File: config.mk
export PLATFORM = sky130hd
export DESIGN_NAME = vehicle_detect_array
export DESIGN_NICKNAME = d
export VERILOG_FILES = /design/src/rtl/vehicle_detect_array.sv
export SDC_FILE = /design/constraint.sdc
export NUM_CORES = 1
export LEC_CHECK = 0
export BUFFER_PORTS_ARGS = -buffer_cell sky130_fd_sc_hd__buf_2
export CORE_ASPECT_RATIO = 0.8
export CORE_MARGIN = 2
export CORE_UTILIZATION = 48
export CTS_CLUSTER_DIAMETER = 40
export DETAILED_ROUTE_END_ITERATION = 8
export MAX_ROUTING_LAYER = met4
export SYNTH_ARGS = -nofsm -noshare
export SYNTH_HDL_FRONTEND = slang
export SYNTH_SLANG_ARGS = --single-unit
File: constraint.sdc
create_clock -name clk -period 3 [get_ports clk]
set_input_delay 0.45 -clock clk [delete_from_list [all_inputs] [get_ports clk]]
set_output_delay 0.45 -clock clk [all_outputs]
set_load 0.02 [all_outputs]
File: src/rtl/vehicle_detect_array.sv
// Multi-lane vehicle presence detector: synchronise, windowed sample count, debounce FSM per lane.
// Optional release hysteresis enabled by defining VDET_HYST_EN.
module vehicle_detect_array #(
  parameter int unsigned CHANNELS   = 4,
  parameter int unsigned WINDOW     = 1024,
  parameter int unsigned THRESH     = 256,
  parameter int unsigned THRESH_OFF = 128,
  parameter int unsigned HOLD       = 2
) (
  input  logic                clk,
  input  logic                rst_n,
  input  logic                sample_en,
  input  logic                clear,
  input  logic [CHANNELS-1:0] detect,
  output logic [CHANNELS-1:0] car,
  output logic [CHANNELS-1:0] car_rise,
  output logic                win_done
);

  localparam int unsigned WIN_W  = $clog2(WINDOW);
  localparam int unsigned CNT_W  = $clog2(WINDOW + 1);
  localparam int unsigned HOLD_W = 4;

`ifdef VDET_HYST_EN
  localparam bit HYST_EN = 1'b1;
`else
  localparam bit HYST_EN = 1'b0;
`endif

  localparam int unsigned REL_LVL = HYST_EN ? THRESH_OFF : THRESH;

  localparam logic [CNT_W-1:0]  ON_LVL   = CNT_W'(THRESH);
  localparam logic [CNT_W-1:0]  OFF_LVL  = CNT_W'(REL_LVL);
  localparam logic [WIN_W-1:0]  WIN_LAST = WIN_W'(WINDOW - 1);
  localparam logic [HOLD_W:0]   HOLD_LIM = (HOLD_W + 1)'(HOLD);

  localparam logic [1:0] S_EMPTY    = 2'd0;
  localparam logic [1:0] S_OCCUPIED = 2'd1;
  localparam logic [1:0] S_HOLDING  = 2'd2;

  logic [CHANNELS-1:0]              d_meta;
  logic [CHANNELS-1:0]              ds;
  logic [WIN_W-1:0]                 win_cnt;
  logic                             eval_c;
  logic [CHANNELS-1:0][CNT_W-1:0]   hit_cnt;
  logic [CHANNELS-1:0][CNT_W-1:0]   eval_cnt;
  logic [CHANNELS-1:0]              hit;
  logic [CHANNELS-1:0][1:0]         state;
  logic [CHANNELS-1:0][1:0]         state_nxt;
  logic [CHANNELS-1:0][HOLD_W-1:0]  hold_cnt;
  logic [CHANNELS-1:0][HOLD_W-1:0]  hold_nxt;
  logic [CHANNELS-1:0]              rise_nxt;
  logic [CHANNELS-1:0]              car_nxt;
  logic [HOLD_W:0]                  hold_inc;

  // Two-flop synchroniser for the asynchronous loop inputs
  always_ff @(posedge clk or negedge rst_n) begin
    if (!rst_n) begin
      d_meta <= '0;
      ds     <= '0;
    end else begin
      d_meta <= detect;
      ds     <= d_meta;
    end
  end

  // A clear on the final strobe discards that sample and suppresses the evaluation
  assign eval_c = sample_en && !clear && (win_cnt == WIN_LAST);

  always_ff @(posedge clk or negedge rst_n) begin
    if (!rst_n) begin
      win_cnt <= '0;
    end else if (clear || eval_c) begin
      win_cnt <= '0;
    end else if (sample_en) begin
      win_cnt <= win_cnt + WIN_W'(1);
    end
  end

  always_ff @(posedge clk or negedge rst_n) begin
    if (!rst_n) begin
      hit_cnt <= '0;
    end else begin
      for (int i = 0; i < CHANNELS; i++) begin
        if (clear || eval_c) begin
          hit_cnt[i] <= '0;
        end else if (sample_en && ds[i]) begin
          hit_cnt[i] <= hit_cnt[i] + CNT_W'(1);
        end
      end
    end
  end

  // Evaluation includes the sample taken on the evaluation edge itself
  always_comb begin
    eval_cnt = '0;
    hit      = '0;
    for (int i = 0; i < CHANNELS; i++) begin
      eval_cnt[i] = hit_cnt[i] + CNT_W'(ds[i]);
      if (state[i] == S_EMPTY) begin
        hit[i] = (eval_cnt[i] >= ON_LVL);
      end else begin
        hit[i] = (eval_cnt[i] >= OFF_LVL);
      end
    end
  end

  always_ff @(posedge clk or negedge rst_n) begin
    if (!rst_n) begin
      state    <= '0;
      hold_cnt <= '0;
    end else begin
      state    <= state_nxt;
      hold_cnt <= hold_nxt;
    end
  end

  always_comb begin
    state_nxt = state;
    hold_nxt  = hold_cnt;
    rise_nxt  = '0;
    car_nxt   = '0;
    hold_inc  = '0;
    for (int i = 0; i < CHANNELS; i++) begin
      hold_inc = (HOLD_W + 1)'(hold_cnt[i]) + (HOLD_W + 1)'(1);
      if (eval_c) begin
        case (state[i])
          S_EMPTY: begin
            if (hit[i]) begin
              state_nxt[i] = S_OCCUPIED;
              rise_nxt[i]  = 1'b1;
            end
          end
          S_OCCUPIED: begin
            if (!hit[i]) begin
              if (HOLD == 0) begin
                state_nxt[i] = S_EMPTY;
                hold_nxt[i]  = '0;
              end else begin
                state_nxt[i] = S_HOLDING;
                hold_nxt[i]  = HOLD_W'(1);
              end
            end
          end
          S_HOLDING: begin
            if (hit[i]) begin
              state_nxt[i] = S_OCCUPIED;
              hold_nxt[i]  = '0;
            end else if (hold_inc > HOLD_LIM) begin
              state_nxt[i] = S_EMPTY;
              hold_nxt[i]  = '0;
            end else begin
              hold_nxt[i]  = HOLD_W'(hold_inc);
            end
          end
          default: begin
            state_nxt[i] = S_EMPTY;
            hold_nxt[i]  = '0;
          end
        endcase
      end
      car_nxt[i] = (state_nxt[i] != S_EMPTY);
    end
  end

  always_ff @(posedge clk or negedge rst_n) begin
    if (!rst_n) begin
      car      <= '0;
      car_rise <= '0;
      win_done <= 1'b0;
    end else begin
      car      <= car_nxt;
      car_rise <= rise_nxt;
      win_done <= eval_c;
    end
  end

endmodule

* Word-level counts from Yosys, hierarchy flattened *
Index checks and enable logic that the tools add are counted.

word-level totals
  register bits after elaboration = 95
  output and inout port bits = 9
  logic and storage cells = 143

operators by class
  add/subtract/negate cells = 13
  order comparisons = 8
  eq/ne operators = 13
  muxes and demuxes = 62
  bitwise operators = 4
  reductions and logical operators = 25

operators by type and width
  cell                     number
  $mux W11                 8
  $mux W4                  12
  $pmux W4 S3              4
  $add A11 B1 Y11          4
  $add A11 B1 Y11 const B  4
  $ge A11 B9 Y1 const B    4
  $mux W2                  20
  $pmux W2 S3              4
  $add A4 B1 Y5 const B    4
  $gt A5 B2 Y1 const B     4
  $mux W10                 2
  $reduce_bool A2 Y1       9
  $mux W1                  12
  $reduce_and A3 Y1        4
  $add A10 B1 Y10 const B  1
  $eq A10 B10 Y1 const B   1
  $eq A2 B1 Y1 const B     4
  $eq A2 B2 Y1 const B     4
  $logic_not A2 Y1         4
  $ne A2 B2 Y1 const B     4
  $logic_and A1 B1 Y1      6
  $not A1 Y1               4
  $logic_not A1 Y1         1
  $logic_or A1 B1 Y1       1

* Longest topological paths before layout *
Gate-level depths: netlist of the first run.

  depth in word-level cells = 7
  gate-level depth with buffers = 9

* Worst setup path after synthesis of the first run *
Ideal clock, no wire load.

  path kind = reg2reg
  start point = reg hit_cnt[22] (netlist name)
  end point = reg hold_cnt[9] (netlist name)
  library setup time = 0.074 ns
  arrival = 2.238 ns
  path slack = 0.688 ns
  stages on the path, launching flop included = 8
  clock period less this slack = 2.312 ns
  path through = dfrtp_1 -> ha_1 -> a211o_1 -> a2111oi_4 -> a21oi_2 -> a211o_1 -> or4_4 -> o21ai_2

between the ends
  longest elaborated chain between the ends = 4
  elaborated cells between the ends (all ways) = 6

RTL lines
  item                                              line      RTL
  start: declaration                                45        logic [CHANNELS-1:0][CNT_W-1:0] hit_cnt;
  start signal: indexed assignment                  88        hit_cnt[i] <= hit_cnt[i] + CNT_W'(1);
  $add A11 B1 Y11 *                                 99        eval_cnt[i] = hit_cnt[i] + CNT_W'(ds[i]);
  $ge A11 B9 Y1 *                                   101, 103
  $mux W4 or $ne A2 B2 Y1 (tied branches)           --
  $pmux W4 S3 or $reduce_and A3 Y1 (tied branches)  --
  end signal: assignment                            114       hold_cnt <= hold_nxt;
  end: declaration                                  50        logic [CHANNELS-1:0][HOLD_W-1:0] hold_cnt;

Every way passes the cells marked *; elsewhere a longest branch is shown, timed or not.
A chain may end at the register's enable or synchronous reset.

* Worst setup path after layout of the first run *
  start point = reg ds[0]
  end point = reg hold_cnt[1] (netlist name)

between the ends
  longest elaborated chain between the ends = 4
  elaborated cells between the ends (all ways) = 6

RTL lines
  item                                              line      RTL
  start: declaration                                42        logic [CHANNELS-1:0] ds;
  start signal: assignment                          63        ds <= d_meta;
  $add A11 B1 Y11 *                                 99
  $ge A11 B9 Y1 *                                   101, 103
  $mux W4 or $ne A2 B2 Y1 (tied branches)           --
  $pmux W4 S3 or $reduce_and A3 Y1 (tied branches)  --

Marks and branches as above.

==> flow_metrics.tcl, run 1 <==
set metrics [dict create \
    r2r-end "hold_cnt[1]$_DFFE_PN0P_" \
    r2r_cells 7 \
    cts-buffers-inserted 9 \
    path_clk_slew_ns 0.06 \
    syn_inst 503 \
    p_leak_nw 2.542 \
    crit_arrival_ns 2.83 \
    relSlewSlack_pct 56.11 \
    worstSetupPathType "flop to flop" \
    vias_per_cell 5.275 \
    status "finished clean" \
    initial_core_util_pct 48.76 \
    mostFrequentLayoutCells "dfrtp_1 (95), nor2_1 (74), nand2_1 (42), ha_1 (37), xor2_1 (33)" \
    dp_hpwl_microns 6141 \
    synth_top_area_share_pct 48.00 \
    setup_viol 0 \
    fmax_mhz 389.5 \
    synth-edff-count 0 \
    fp.coreArea_sq_um 10160 \
    synth-compound-area-share_pct 10.23 \
    drive_gt1_share_pct 7.795 \
    drtAntennaViolNets 0 \
    totalWireLength_microns 8960 \
    finalCritPeriodShare_pct 85.59 \
    insertion_delay_ns 0.34 \
    async_flop_share_pct 100.0 \
    synth_area_sq_um 4952 \
    layout_commonest_cell "dfrtp_1" \
    antenna_found_initial 0 \
    clockBufferDepth 2 \
    grt_max_degree 52 \
    postCtsSetupBuffers 0 \
    grt_pass1_vias 3398 \
    maxCapViolCount 0 \
    nNetsFinal 566 \
    syn_nets 548 \
    rsz0062_at_grt "false" \
    reg2reg_from "ds[0]$_DFF_PN0_" \
    synthSimpleGateAreaFrac_pct 21.05 \
    hold_viol 0 \
    fin_skew_ns 0.007690 \
    die-area_sq_um 11150 \
    rows 33 \
    synth-adder-area-share_pct 9.348 \
    routedWlPerCell_microns 13.45 \
    yosys_most_used_dff "dfrtp_1" \
    ir_drop_mv 0.3122 \
    power_density_nw_per_um2 462.7 \
    syn_avg_cell_area_sq_um 9.845 \
    yosysWarnings 0 \
    gr-total-overflow 0 \
    pin_count 17 \
    cts_tree "built" \
    crit_path_end_kind "flop" \
    finalCriticalPeriod_ns 2.568 \
    startpoint_type "flop" \
    yosysUniqueCellTypes 57 \
    clockRootBuffer "clkbuf_16" \
    setup_tns_ns 0 \
    worstPathRequired_ns 3.26 \
    total_power_w 0.002550 \
    path_max_fanout 6 \
    drt_iter0_drc 243 \
    area_growth_pct 11.27 \
    synthMuxAreaShare_pct 0.2021 \
    ys_ff_latch 95 \
    rrSetupSlack_ns 0.43 \
    hp-class "input port to asynchronous set/reset pin" \
    fin_util_pct 54.25 \
    ctsResizeCount 0 \
    drc 0 \
    htreeDepth 3 \
    yosys.area.top_type "dfrtp_1" \
    gr-usage-all-layers_pct 18.45 \
    portBuffers 16 \
    slew_violations 0 \
    stdcell_area_sq_um 5510 \
    place_area_sq_um 5200 \
    num_antenna_cells 0 \
    synthTopCellsByArea "dfrtp_1 (48%), ha_1 (9.3%), xor2_1 (5.8%), nor2_1 (5.6%), nand2_1 (3.2%)" \
    tightestPinTransition_ns 0.6492 \
    first_pass_iters 4 \
    synth_top_family_by_area "simple AND/OR/NAND/NOR gates" \
    grt_pass1_wl_microns 15860 \
    cts.sinks 95 \
    die_h_microns 94.85 \
    synthXorXnorAreaFrac_pct 8.135 \
    place_congestion 0.7607 \
    ys_seq_area_share_pct 48.00 \
    die_w_microns 117.6 \
    ctsHoldBuffers 0 \
    vias 3513 \
]
## sequential cells by signal (all words and copies together) (netlist names)
signal / flops
win_cnt: 10
hit_cnt: 44
state: 8
hold_cnt: 16
d_meta: 4
win_done: 1
ds: 4
car_rise: 4
car: 4
## stage by stage
step | setup WS (ns) | instances | hold WS [ns]
global placement | 0.5275 | 650 | 0.3326
finish | 0.4324 | 666 | 0.1031
detailed placement | 0.5201 | 650 | 0.3372
global route | 0.2198 | 666 | 0.1408
floorplan | 0.6878 | 503 | 0.1544
CTS | 0.4781 | 666 | 0.1243
## cells in the mapped netlist, types with 2 or more instances
cell type	number
nor4b_1	2
xor2_1	33
a21oi_1	19
and3_1	9
o311ai_0	2
or3_1	3
nand3_1	21
dfrtp_1	95
nand4_1	16
o211ai_1	3
and4_1	5
nand2b_1	6
ha_1	37
nand2_1	42
nor2b_1	5
nor4_1	2
o41ai_1	2
inv_1	28
a211oi_1	2
o21bai_1	2
clkbuf_1	12
o31ai_1	3
nor2_1	74
a31oi_1	3
o21ai_0	12
and2_1	10
xnor2_1	13
a211o_1	4
or2_1	3
nor3_1	7
a21boi_0	2
## power breakdown
part | internal, W | switching [W]
sequential | 0.00130 | 0.0000157
clock | 0.000711 | 0.000452
combinational | 0.0000209 | 0.0000546
total | 0.00203 | 0.000523
## layout make-up
type / count / area, sq um
Tap cell: 140 / 175.2
Clock buffer: 13 / 270.3
Fill cell: 912 / 4647
Clock inverter: 3 / 40.04
Sequential cell: 95 / 2377
Multi-Input combinational cell: 368 / 2425
Timing Repair Buffer: 19 / 117.6
Inverter: 28 / 105.1
## layer usage
layer  part of all wire [%]  wire (microns)  track usage [%]  up-vias
li1                       -               -                -     1756
met1                     50            4471            22.66     1686
met2                     46            4087            29.82       55
met3                    3.0             271            4.529       16
met4                    1.5             130            7.229        0
met5                      0               0                -        -
## worst max-delay path by stage
stage                                 start                 endpoint  slack, ns  cells past startpoint
CTS                         ds[0]$_DFF_PN0_  hold_cnt[1]$_DFFE_PN0P_       0.48                      7
floorplan           hit_cnt[22]$_DFFE_PN0P_  hold_cnt[9]$_DFFE_PN0P_       0.69                      7
global placement            ds[0]$_DFF_PN0_  hold_cnt[0]$_DFFE_PN0P_       0.53                      7
detailed placement                sample_en         car[0]$_DFF_PN0_       0.52                      7
finish                      ds[0]$_DFF_PN0_  hold_cnt[1]$_DFFE_PN0P_       0.43                      7
global route                ds[0]$_DFF_PN0_  hold_cnt[1]$_DFFE_PN0P_       0.22                      7
## worst max-delay path, stage by stage, from the launching register on
cell and delay [ns]:
dfrtp_1 0.42, ha_1 0.25, ha_1 0.17, and4_1 0.16, a2111oi_0 0.44, nor2_1 0.23, a211oi_1 0.55, mux2i_1 0.26
## kinds of logic after synthesis
| group | after synthesis |
|---|---|
| AND/OR/NAND/NOR | 213 |
| buffers and inverters | 40 |
| multiplexers | 1 |
| adder cells (fa/ha/maj) | 37 |
| flip-flops | 95 |
| XOR/XNOR | 46 |
| AO/OA/AOI/OAI | 71 |
No activity file was read; power rests on OpenSTA's default activity.
==> inputs of run 2 (changes only) <==
ABC_AREA = 1   (was not set)
==> flow_metrics.tcl, run 2 <==
set metrics [dict create \
    rows 34 \
    synth_area_sq_um 5444 \
    crit_arrival_ns 2.60 \
    yosys_most_used_dff "dfrtp_1" \
    synth_most_common_cell "nand2_1" \
    postCtsSetupBuffers 0 \
    insertion_delay_ns 0.34 \
    grt_util_met1_pct 29.13 \
    antenna_found_initial 0 \
    hold_viol 0 \
    path_clk_slew_ns 0.06 \
    grt_max_degree 49 \
    area_growth_pct 9.837 \
    ir_drop_mv 0.3517 \
    first_pass_iters 4 \
    fp.coreArea_sq_um 10980 \
    clockRootBuffer "clkbuf_16" \
    reg_top3 "hit_cnt (44), hold_cnt (16), win_cnt (10)" \
    swShare_pct 21.86 \
    p_seq_share_pct 52.1 \
    setup_viol 0 \
    largest_reg_flops 44 \
    synthTopCellsByArea "dfrtp_1 (44%), nand2_1 (13%), ha_1 (8.5%), nor2_1 (7.4%), inv_1 (7.0%)" \
    finalCriticalPeriod_ns 2.353 \
    ctsResizeCount 0 \
    grt_pass1_vias 4152 \
    p_leak_nw 2.997 \
    layout_commonest_cell "nand2_1" \
    drive_gt1_share_pct 7.827 \
    stdcell_area_sq_um 5979 \
    relSlewSlack_pct 58.73 \
    worstPathRequired_ns 3.25 \
    ctsHoldBuffers 0 \
    cts_tree "built" \
    htreeDepth 3 \
    ys_seq_area_share_pct 43.67 \
    num_antenna_cells 0 \
    yosysWarnings 0 \
    path_max_fanout 16 \
    worstSetupPathType "flop to flop" \
    nNetsFinal 781 \
    grt_pass1_wl_microns 19140 \
    pwr-share-clk_pct 43.7 \
    switchingPower_w 0.0005546 \
    hp-class "input port to asynchronous set/reset pin" \
    startpoint_type "flop" \
    drtAntennaViolNets 0 \
    cts.sinks 95 \
    power_density_nw_per_um2 424.3 \
    portBuffers 16 \
    die-area_sq_um 12210 \
    syn_avg_cell_area_sq_um 7.657 \
    fmax_mhz 425.1 \
    fin_skew_ns 0.004867 \
    crit_path_end_kind "flop" \
    ys_ff_latch 95 \
    largest-register "hit_cnt" \
    dp.cells 869 \
    gr-total-overflow 0 \
    pin_count 17 \
    yosys.area.top_type "dfrtp_1" \
    use_met2_pct 29.03 \
    intPower_w 0.001983 \
    synth-edff-count 0 \
    dp_hpwl_microns 7956 \
    vias_per_cell 4.863 \
    status "finished clean" \
    routedWlPerCell_microns 12.07 \
    yosysUniqueCellTypes 33 \
    gr-usage-all-layers_pct 20.19 \
    maxCapViolCount 0 \
    vias 4304 \
    totalWireLength_microns 10680 \
    syn_nets 756 \
    die_w_microns 123.1 \
    drc 0 \
    synth_top_area_share_pct 43.67 \
    rsz0062_at_grt "false" \
    yosys-top-cells-count "nand2_1 (190), nor2_1 (108), inv_1 (101)" \
    drt_iter0_drc 196 \
    place_area_sq_um 5684 \
    cts-buffers-inserted 9 \
    tightestPinTransition_ns 0.6191 \
    syn_inst 711 \
    grtUsageMet3_pct 4.472 \
    pwr-share-comb_pct 4.2 \
    initial_core_util_pct 49.60 \
    die_h_microns 99.26 \
    final_cell_count_no_fill 885 \
    clockBufferDepth 2 \
    slew_violations 0 \
    setup_tns_ns 0 \
    grt_most_used_layer "met1" \
    place_congestion 0.8334 \
    finalCritPeriodShare_pct 78.42 \
    mostFrequentLayoutCells "nand2_1 (190), nor2_1 (108), inv_1 (101), dfrtp_1 (95), ha_1 (37)" \
    async_flop_share_pct 100.0 \
]
## run 2: cell types whose count changed in the layout (fill, tap and decap cells not counted), moves of 7 or more
cell	previous run	this run
nor3b_1	0	7
and2_1	10	0
nand3_1	21	34
a21oi_1	19	27
nor2_1	74	108
nand4_1	16	9
o21ai_0	12	19
xor2_1	33	14
and3_1	9	0
inv_1	28	101
nand2_1	42	190
nor3_1	7	25
xnor2_1	13	4
## run 2: power groups by stage
stage | logic [W] | clock network, W | registers, W
final | 0.000106 | 0.00111 | 0.00132
after global routing | 0.000128 | 0.00121 | 0.00132
after detailed placement | 0.000109 | 0 | 0.00135
after CTS | 0.000109 | 0.00115 | 0.00132
after global placement | 0.000105 | 0 | 0.00134
after floorplan | 0.0000595 | 0 | 0.00134
## run 2: cell families after synthesis
logic type,count (synthesis),share of synthesized area [%]
and+or+nand+nor,393,30.82
adders and majority gates,37,8.504
xor gates and xnor gates,18,2.896
AOI/OAI and AO/OA,57,5.769
buffers and inverters,111,8.343
DFF,95,43.67
## run 2: metrics by stage
stage	utilization (%)	total power, W	setup WS [ns]	hold WS, ns
floorplan	-	0.001400	1.346	0.1544
global placement	51.79	0.001449	0.6645	0.3322
detailed placement	51.79	0.001454	0.6104	0.3442
CTS	54.48	0.002582	0.6126	0.1420
global route	54.48	0.002662	0.3901	0.1642
finish	54.48	0.002537	0.6475	0.1191
## run 2: path summary, 6_finish.rpt
kind,from,endpoint,slack [ns],cells past startpoint
hold / removal,rst_n,hit_cnt[0]$_DFFE_PN0P_,0.12,1
setup reg to reg,win_cnt[1]$_DFFE_PN0P_,hit_cnt[7]$_DFFE_PN0P_,0.65,9
hold reg to reg,d_meta[2]$_DFF_PN0_,ds[2]$_DFF_PN0_,0.35,0
setup / recovery,win_cnt[1]$_DFFE_PN0P_,hit_cnt[7]$_DFFE_PN0P_,0.65,9
min in group clk,detect[1],d_meta[1]$_DFF_PN0_,0.22,1
max in group asynchronous,rst_n,hold_cnt[11]$_DFFE_PN0P_,2.18,2
## run 2: critical path, stage by stage (launching register included)
cell     delay (ns)
dfrtp_1        0.41
ha_1           0.20
nand2_1        0.12
nor3_4         0.06
nand2_2        0.24
inv_2          0.20
nor2_4         0.35
inv_2          0.23
buf_4          0.25
nor3_1         0.20
## run 2: cell type report
type | count | area, sq um
Timing Repair Buffer | 22 | 127.6
Multi-Input combinational cell | 505 | 2613
Fill cell | 1026 | 4996
Tap cell | 144 | 180.2
Clock inverter | 3 | 15.01
Clock buffer | 13 | 280.3
Inverter | 103 | 386.6
Sequential cell | 95 | 2377
## run 2: layer usage
layer	wire length (microns)	part of all wire [%]
met1	5703	53
met2	4614	43
met3	298	2.8
met4	63	0.59
met5	0	0
